===== src/rtl/unorm_pkg.sv =====
// unorm_pkg: shared helpers for the unorm_pipe format converter.
// Build option: define UNORM_PIPE_ROUND_EN to round half up when fractional
// bits are dropped; leave it undefined to truncate.
package unorm_pkg;

`ifdef UNORM_PIPE_ROUND_EN
  localparam bit ROUND_EN = 1'b1;
`else
  localparam bit ROUND_EN = 1'b0;
`endif

  // Widest saturation constant sat_const can produce.
  localparam int unsigned SAT_MAX_W = 64;

  // Width of the shifted (and possibly rounded) per-lane intermediate.
  // The rounding carry needs one extra MSB.
  function automatic int unsigned inter_width(
    input int unsigned a_width,
    input int unsigned a_scale,
    input int unsigned f_scale,
    input bit          round_en
  );
    if (f_scale >= a_scale)
      return a_width + (f_scale - a_scale);
    else
      return a_width - (a_scale - f_scale) + (round_en ? 32'd1 : 32'd0);
  endfunction

  // All-ones value of an f_width-bit word.
  function automatic logic [SAT_MAX_W-1:0] sat_const(input int unsigned f_width);
    if (f_width >= SAT_MAX_W)
      return '1;
    else
      return (SAT_MAX_W'(1) << f_width) - SAT_MAX_W'(1);
  endfunction

endpackage


===== src/rtl/unorm_lane.sv =====
// unorm_lane: per-lane combinational logic of unorm_pipe.
//   a     -> inter : binary-point shift (and rounding), feeds stage 1
//   s1    -> sat   : saturation to F_WIDTH bits, feeds stage 2
// Rounding is selected by the UNORM_PIPE_ROUND_EN macro (via unorm_pkg).
module unorm_lane
  import unorm_pkg::*;
#(
  parameter int unsigned A_WIDTH = 32,
  parameter int unsigned A_SCALE = 12,
  parameter int unsigned F_WIDTH = 16,
  parameter int unsigned F_SCALE = 8,
  localparam int unsigned IW = inter_width(A_WIDTH, A_SCALE, F_SCALE, ROUND_EN)
) (
  input  logic [A_WIDTH-1:0] a,
  output logic [IW-1:0]      inter,
  input  logic [IW-1:0]      s1,
  output logic [F_WIDTH-1:0] sat,
  output logic               ovf
);

  localparam bit          LEFT = (F_SCALE >= A_SCALE);
  localparam int unsigned SH   = LEFT ? (F_SCALE - A_SCALE) : (A_SCALE - F_SCALE);
  localparam logic [F_WIDTH-1:0] SAT = F_WIDTH'(sat_const(F_WIDTH));

  generate
    if (LEFT) begin : g_left
      assign inter = IW'(a) << SH;
    end else if (ROUND_EN) begin : g_round
      // Round half up: add the most significant dropped bit; the extra MSB of
      // inter keeps the carry so it can drive the lane into saturation.
      assign inter = IW'(a >> SH) + IW'(a[SH-1]);
    end else begin : g_trunc
      assign inter = IW'(a >> SH);
    end
  endgenerate

  generate
    if (IW > F_WIDTH) begin : g_sat
      assign ovf = |s1[IW-1:F_WIDTH];
      assign sat = ovf ? SAT : s1[F_WIDTH-1:0];
    end else begin : g_fit
      assign ovf = 1'b0;
      assign sat = F_WIDTH'(s1);
    end
  endgenerate

endmodule


===== src/rtl/unorm_pipe.sv =====
// unorm_pipe: two-stage, multi-channel unsigned fixed-point converter with
// saturation, valid/ready handshake and a sticky overflow status.
// Build option: UNORM_PIPE_ROUND_EN enables round-half-up on right shifts.
module unorm_pipe
  import unorm_pkg::*;
#(
  parameter int unsigned CHANNELS = 4,
  parameter int unsigned A_WIDTH  = 32,
  parameter int unsigned A_SCALE  = 12,
  parameter int unsigned F_WIDTH  = 16,
  parameter int unsigned F_SCALE  = 8
) (
  input  logic                         clk,
  input  logic                         reset_l,
  input  logic                         in_valid,
  output logic                         in_ready,
  input  logic [CHANNELS*A_WIDTH-1:0]  in_data,
  output logic                         out_valid,
  input  logic                         out_ready,
  output logic [CHANNELS*F_WIDTH-1:0]  out_data,
  output logic [CHANNELS-1:0]          out_ovf,
  output logic                         ovf_sticky,
  input  logic                         ovf_clr
);

  localparam int unsigned IW = inter_width(A_WIDTH, A_SCALE, F_SCALE, ROUND_EN);

  logic                        s1_valid;
  logic [IW-1:0]               s1_inter   [CHANNELS];
  logic [IW-1:0]               lane_inter [CHANNELS];
  logic [CHANNELS*F_WIDTH-1:0] sat_data;
  logic [CHANNELS-1:0]         lane_ovf;
  logic                        s2_free;

  // Pure gate path from out_ready: no arithmetic between ready signals.
  assign s2_free  = !out_valid || out_ready;
  assign in_ready = !s1_valid || s2_free;

  for (genvar k = 0; k < CHANNELS; k++) begin : g_lane
    unorm_lane #(
      .A_WIDTH (A_WIDTH),
      .A_SCALE (A_SCALE),
      .F_WIDTH (F_WIDTH),
      .F_SCALE (F_SCALE)
    ) u_lane (
      .a     (in_data[k*A_WIDTH +: A_WIDTH]),
      .inter (lane_inter[k]),
      .s1    (s1_inter[k]),
      .sat   (sat_data[k*F_WIDTH +: F_WIDTH]),
      .ovf   (lane_ovf[k])
    );
  end

  // Pipeline registers: each stage loads when empty or draining this cycle.
  always_ff @(posedge clk) begin
    if (!reset_l) begin
      s1_valid  <= 1'b0;
      out_valid <= 1'b0;
      out_data  <= '0;
      out_ovf   <= '0;
      for (int unsigned k = 0; k < CHANNELS; k++) s1_inter[k] <= '0;
    end else begin
      if (in_ready) begin
        s1_valid <= in_valid;
        if (in_valid) begin
          for (int unsigned k = 0; k < CHANNELS; k++) s1_inter[k] <= lane_inter[k];
        end
      end
      if (s2_free) begin
        out_valid <= s1_valid;
        if (s1_valid) begin
          out_data <= sat_data;
          out_ovf  <= lane_ovf;
        end
      end
    end
  end

  // Sticky overflow: set by an accepted beat with any lane saturated; set beats clear.
  always_ff @(posedge clk) begin
    if (!reset_l)
      ovf_sticky <= 1'b0;
    else if (out_valid && out_ready && (|out_ovf))
      ovf_sticky <= 1'b1;
    else if (ovf_clr)
      ovf_sticky <= 1'b0;
  end

endmodule


===== config.mk =====
export PLATFORM = sky130hd
export DESIGN_NAME = unorm_pipe
export DESIGN_NICKNAME = d
export VERILOG_FILES = /design/src/rtl/unorm_pkg.sv /design/src/rtl/unorm_lane.sv /design/src/rtl/unorm_pipe.sv
export SDC_FILE = /design/constraint.sdc
export NUM_CORES = 1
export LEC_CHECK = 0
export CAP_MARGIN = 20
export CELL_PAD_IN_SITES_DETAIL_PLACEMENT = 1
export CELL_PAD_IN_SITES_GLOBAL_PLACEMENT = 2
export CORE_ASPECT_RATIO = 1.1
export CORE_MARGIN = 3
export CORE_UTILIZATION = 34
export DETAILED_ROUTE_END_ITERATION = 6
export PLACE_DENSITY_LB_ADDON = 0.25
export SLEW_MARGIN = 0
export SYNTH_ARGS = -nofsm -noshare
export SYNTH_HDL_FRONTEND = slang
export SYNTH_SLANG_ARGS = --single-unit

===== constraint.sdc =====
create_clock -name clk -period 9.1 [get_ports clk]
set_input_delay 0.91 -clock clk [delete_from_list [all_inputs] [get_ports clk]]
set_output_delay 0.91 -clock clk [all_outputs]
set_load 0.02 [all_outputs]

==> results of run 1 <==
[path summary, 6_finish.rpt]
| kind | slack [ns] | end | cells past startpoint |
|---|---|---|---|
| max reg2reg | 6.55 | out_data[18] | 5 |
| min | 0.51 | out_data[34] | 1 |
| max | 5.92 | out_data[18] | 6 |
| min reg2reg | 0.51 | out_data[34] | 1 |
[final cells by class]
cell class / count / share of cell area
tap: 247 / 0.0329
inverter: 1 / 0.000400
clock inverter: 15 / 0.0195
sequential: 183 / 0.510
timing repair buffer: 190 / 0.201
clock buffer: 17 / 0.0453
multi-input combinational: 209 / 0.191
[critical path, stage by stage]
cell	delay (ns)
clkdlybuf4s50_1	0.53
nor2b_4	0.07
nor2b_4	0.55
buf_4	0.62
nand4_4	0.41
o221a_2	0.37
[cell usage after synthesis]
cell type | count | area share
buf_2 | 4 | 0.0029
o21a_1 | 1 | 0.0011
o221a_2 | 21 | 0.035
o211a_1 | 4 | 0.0059
nand4_4 | 4 | 0.013
o221a_1 | 43 | 0.071
nor4_2 | 12 | 0.022
dfxtp_1 | 71 | 0.21
a21oi_1 | 1 | 0.00074
buf_4 | 10 | 0.011
nor2b_2 | 1 | 0.0013
nor2b_4 | 1 | 0.0020
and3_4 | 1 | 0.0017
clkbuf_1 | 11 | 0.0061
inv_1 | 1 | 0.00055
nor4_1 | 1 | 0.00092
nand2_1 | 4 | 0.0022
edfxtp_1 | 112 | 0.50
and2_1 | 113 | 0.10
buf_6 | 7 | 0.012
nor2b_1 | 1 | 0.00092
o22ai_1 | 1 | 0.00092
[flip-flops by register name, indices dropped and copies added (netlist names)]
register,cells
ovf_sticky,1
out_data,64
s1_inter,112
out_ovf,4
s1_valid,1
out_valid,1
[power breakdown]
group	internal (µW)	total [µW]	switching, µW
Combinational	115	205	89.4
Sequential	941	968	26.3
Clock	396	745	349
[metal layers]
layer / track usage / part of all wire / vias to the layer above
met3: 0.0451 / 0.061 / 12
met2: 0.240 / 0.51 / 123
met5: 0 / 0 / -
met4: 0.0457 / 0.014 / 0
met1: 0.165 / 0.41 / 2033
li1: - / - / 1969
[logic make-up after synthesis]
family | Yosys count
flip-flops | 183
AND/OR/NAND/NOR | 138
AO/OA/AOI/OAI | 71
buffers and inverters | 33
[stage by stage]
stage	hold WS, ns	instance area (µm²)
after CTS	0.510	9390
final	0.506	9390
after global placement	0.485	8780
after floorplan	0.476	6790
after detailed placement	0.496	8780
after global routing	0.519	9390
==> summary.md, run 1 <==
| Metric | Value |
|---|---|
| Post-DR wirelength/cell | 17.6 µm |
| Minimum clock period | approximately 3.2 ns |
| RSZ-0062 raised after global routing | no |
| 1st-iter DRT viols | 200 |
| Largest net degree at the start of global routing | 113 |
| NumNets Final | 735 |
| TNS Setup | 0 ns |
| Final setup vio count | 0 |
| Share of layout cells above drive strength 1 | 0.125 |
| Clock tree buffer depth | 2 |
| Clock Tree Root | clkbuf_16 |
| Simple-gate portion of the synthesized area | 0.148 |
| Startpoint types | input pin |
| Non-filler cells, final | around 860 |
| Net Count, Synth | ~560 |
| Final HPWL DP | 10.2 mm |
| Total Power | about 1900 µW |
| Max Clock Skew | 0.0124 ns |
| Worst min path class | reg -> reg |
| Worst Setup SP | out_ready |
| First-pass GRT wire length | between 20 and 25 mm |
| Post-synthesis sequential area ratio | 0.705 |
| Die Y | between 150 and 200 µm |
| Final core utilization | 0.485 |
| Register Area | 0.00478 mm² |
| Cells after DPL | 830 |
| Yosys warning count | 0 |
| TritonCTS buffer count | 17 |
| CP endpoint kind | flip-flop |
| Filler cells | approximately 1900 |
| Post-synthesis mux area share | 0 |
| Synth Register Bits | 183 |
| Mapped Avg Cell Area | about 16 µm² |
| Min-delay src | s1_inter[2][2] |
| Post-Synth XOR/XNOR Area | 0 |
| LEAKAGE | roughly 0.0035 µW |
| Top achievable clock speed | around 0.31 GHz |
| Fin. max-slew vios | 0 |
| Vias in the first global route | between 4000 and 5000 |
| CTS sink cnt | about 180 |
| Commonest non-fill, non-tap cells in the layout | 186 x clkdlybuf4s50_1, 113 x and2_1, 112 x edfxtp_1, 71 x dfxtp_1, 43 x o221a_1 |
| Total of max-cap violations | 0 |
| DR DRC count | 0 |
| Final setup margin | around 6 ns |
| Synth Area in Adders | 0 |
| GRT Resource Usage Total | 0.140 |
| Worst relative slew slack | 0.383 |
| WP data arrival | approximately 3.5 ns |
| Clock-pin slew on the worst setup and hold paths | ~0.07 ns |
| Run status | completed |
| Critical path class | in -> reg |
| Main combinational cell family by area after synthesis | simple AND/OR/NAND/NOR gates |
| # rows | 53 |
| Synthesized instance count | 425 |
| Least-Margin Pin Slew | a little over 0.9 ns |
| Post-synthesis compound-gate area fraction | 0.115 |
| Core area | just under 0.02 mm² |
| Initial antenna violation count | 0 |
| Dpl ws | between 5 and 6 ns |
| Port bufs | roughly 190 |
| Worst-skew pair later-pin latency | 0.42 ns |
| Setup bufs post-CTS | 0 |
| Largest fanout on the critical path | ~50 |
| Max H-tree Level | 4 |
| Worst reg2reg startpoint | out_valid |
| Drt pass-1 iters | 7 |
| Area of the multi-input gates | around 0.0018 mm² |
| Post-cts repair resize count | 0 |
| Final antenna-violating net count | 0 |
| Routability Congestion | roughly 0.7 |
| Cts hold-fix bufs | 0 |
| CTS tree | done |
| CP required | 9.41 ns |
| Die area | 0.0217 mm² |
| Commonest non-fill, non-tap cell in the layout | clkdlybuf4s50_1 |
| Detailed Route WL | roughly 15 mm |
| I/O pin count | about 200 |
| Remaining Overflow, GRT | 0 |
| DR vias | 4137 |
| Final hold viol count | 0 |
| Pwr/cell area | 204 mW/mm² |
| # diodes | 0 |
| VDD IR max | around 0.00011 V |
| Crit share post-route | 0.350 |
| Via density | 4.80 |
| Syn Std Cell Area | a little under 0.007 mm² |
| Initial Utilization | 0.350 |
| Area Overhead vs Synth | 38.4% |
| Post-synthesis cell type count | 22 |
| Die width | 141 µm |
(Power assumes the default switching activity.)
==> run 2: changes to the inputs <==
Settings changed: CORE_UTILIZATION 34 to 32.
Clock period 9.1 ns to 3.2 ns, I/O delays scaled along.
==> run 2 against run 1 <==
Compared with the run above: routed wire length up 2.6%; flip-flop and latch count unchanged; clock skew up 0.014 ns; core utilization down 2.5 points; critical endpoint is now in_ready; critical path type is now reg -> out; non-clock buffer count up 6; final area up 1.4%; total power rose to 2.9 times the previous value; first-iteration DRC count down 22%; combinational power rose to 2.9 times the previous value; setup slack worse by 4.7 ns; register-to-register slack worse by 5.2 ns; die area up 6.0%.
==> summary.md, run 2 (synthesis results as in run 1) <==
| Metric | Value |
|---|---|
| Run status | completed |
| Crit share post-route | 0.621 |
| Vias in the first global route | 4403 |
| Routability Congestion | 0.699 |
| Total of max-cap violations | 0 |
| Reg2reg end | s1_inter[1][14] |
| Initial Utilization | 0.328 |
| Power Internal | around 4300 µW |
| First-pass GRT wire length | approximately 24 mm |
| CP endpoint kind | output port |
| Worst reg2reg setup slack | about 1.4 ns |
| Top achievable clock speed | 0.503 GHz |
| CP required | between 2 and 3 ns |
| Worst Setup SP | out_valid |
| NumNets Final | approximately 740 |
| TNS Setup | 0 ns |
| Regs by FF count | s1_inter: 112 flops, out_data: 64 flops, out_ovf: 4 flops |
| 1st-iter DRT viols | 157 |
| Largest fanout on the critical path | 4 |
| Die width | between 100 and 150 µm |
| Core area | between 0.02 and 0.025 mm² |
| RSZ-0062 raised after global routing | no |
| DR DRC count | 0 |
| Startpoint types | flip-flop |
| Clock Tree Root | clkbuf_16 |
| Grt met3 use | 0.0358 |
| Least-Margin Pin Slew | slightly above 0.7 ns |
| Worst-skew pair later-pin latency | 0.43 ns |
| WP data arrival | about 1.7 ns |
| # rows | 55 |
| GRT Resource Usage Total | 0.136 |
| Remaining Overflow, GRT | 0 |
| R2R depth | 5 |
| Worst reg2reg startpoint | out_valid |
| Final core utilization | 0.460 |
| Max Clock Skew | around 0.026 ns |
| Net Sw Frac | 0.228 |
| Share of layout cells above drive strength 1 | 0.132 |
| WHS Endpoint | out_valid |
| # diodes | 0 |
| Commonest non-fill, non-tap cell in the layout | clkdlybuf4s50_1 |
| Via density | between 4 and 5 |
| Clock tree buffer depth | 2 |
| Die area | about 0.023 mm² |
| CTS tree | done |
| Setup bufs post-CTS | 0 |
| Final HPWL DP | between 10 and 15 mm |
| TritonCTS buffer count | 17 |
| Port bufs | 187 |
| Top Usage Layer GRT | met2 |
| Filler cells | between 2000 and 2500 |
| Drt pass-1 iters | 4 |
| Final hold viol count | 0 |
| I/O pin count | between 200 and 250 |
| Post-DR wirelength/cell | around 17 µm |
| Clock-pin slew on the worst setup and hold paths | ~0.07 ns |
| CTS sink cnt | 183 |
| Clock power frac | 0.398 |
| Minimum clock period | 1.99 ns |
| NetSw | around 1300 µW |
| Met2 GRT Util | 0.220 |
| LEAKAGE | 0.00352 µW |
| VDD IR max | roughly 0.00033 V |
| Final antenna-violating net count | 0 |
| Initial antenna violation count | 0 |
| Total Power | about 5600 µW |
| Pwr/cell area | 584 mW/mm² |
| Largest net degree at the start of global routing | 65 |
| Area Overhead vs Synth | 40.3% |
| Min-delay src | reset_l |
| Reg power frac | 0.495 |
| Cts hold-fix bufs | 0 |
| Detailed Route WL | approximately 16 mm |
| Fin. max-slew vios | 0 |
| Max H-tree Level | 4 |
| Worst min path class | in -> reg |
| Post-cts repair resize count | 0 |
| Critical path class | reg -> out |
| Final setup vio count | 0 |
| Gate power share | 0.107 |
| DR vias | ~4200 |
| Hold depth | 2 |
| Fraction of met1 tracks used by global routing | 0.176 |
| Commonest non-fill, non-tap cells in the layout | 186 x clkdlybuf4s50_1, 113 x and2_1, 112 x edfxtp_1, 71 x dfxtp_1, 43 x o221a_1 |
| Worst relative slew slack | 0.524 |
| Number of flip-flops in the largest register | ~110 |
| Die Y | 159 µm |
| Most flops, register | s1_inter |
## run 2: cell count changes in the layout (fill, tap and decap cells not counted), sizes merged
| cell | delta |
|---|---|
| buf | +6 |
| bufinv | +2 |
| clkbuf | +2 |
| clkinvlp | -1 |
| clkinv | -3 |
## run 2: how the worst max path moves through the flow
| stage | endpoint | cells past startpoint |
|---|---|---|
| floorplan | s1_inter[0][0] | 4 |
| global placement | out_data[6] | 5 |
| detailed placement | s1_inter[1][11] | 6 |
| CTS | in_ready | 3 |
| global route | in_ready | 3 |
| finish | in_ready | 3 |
## run 2: through the flow
stage	std cells	cell area [µm²]	worst slack [ns]	hold slack, ns
CTS	906	9520	1.18	0.233
global placement	874	8900	0.961	0.485
global route	906	9520	1.09	0.245
finish	906	9520	1.21	0.240
detailed placement	874	8900	0.912	0.495
floorplan	425	6790	0.542	0.459
## run 2: final cells by class
type,instances,area [µm²],share of cell area
Sequential cell,183,4780,0.502
Tap cell,285,357,0.0375
Multi-Input combinational cell,209,1800,0.189
Clock buffer,19,443,0.0465
Timing Repair Buffer,196,1960,0.206
Clock inverter,13,179,0.0188
Inverter,1,3.75,0.000394
## run 2: critical path, stage by stage (launching register included)
cell             delay, ns
dfxtp_1               0.35
nor2b_4               0.21
nand2_1               0.11
clkdlybuf4s50_1       0.57
## run 2: power groups by stage
stage	registers, µW	clock network [µW]	logic, µW
floorplan	2870	0	204
global placement	2800	0	594
detailed placement	2810	0	605
CTS	2760	2280	608
global route	2770	2380	638
finish	2750	2220	594
## run 2: per-layer routing
metal / wire (µm) / up-vias
met5: 0 / -
met4: 185 / 0
met3: 775 / 14
met2: 7880 / 122
met1: 6700 / 2059
li1: - / 1978
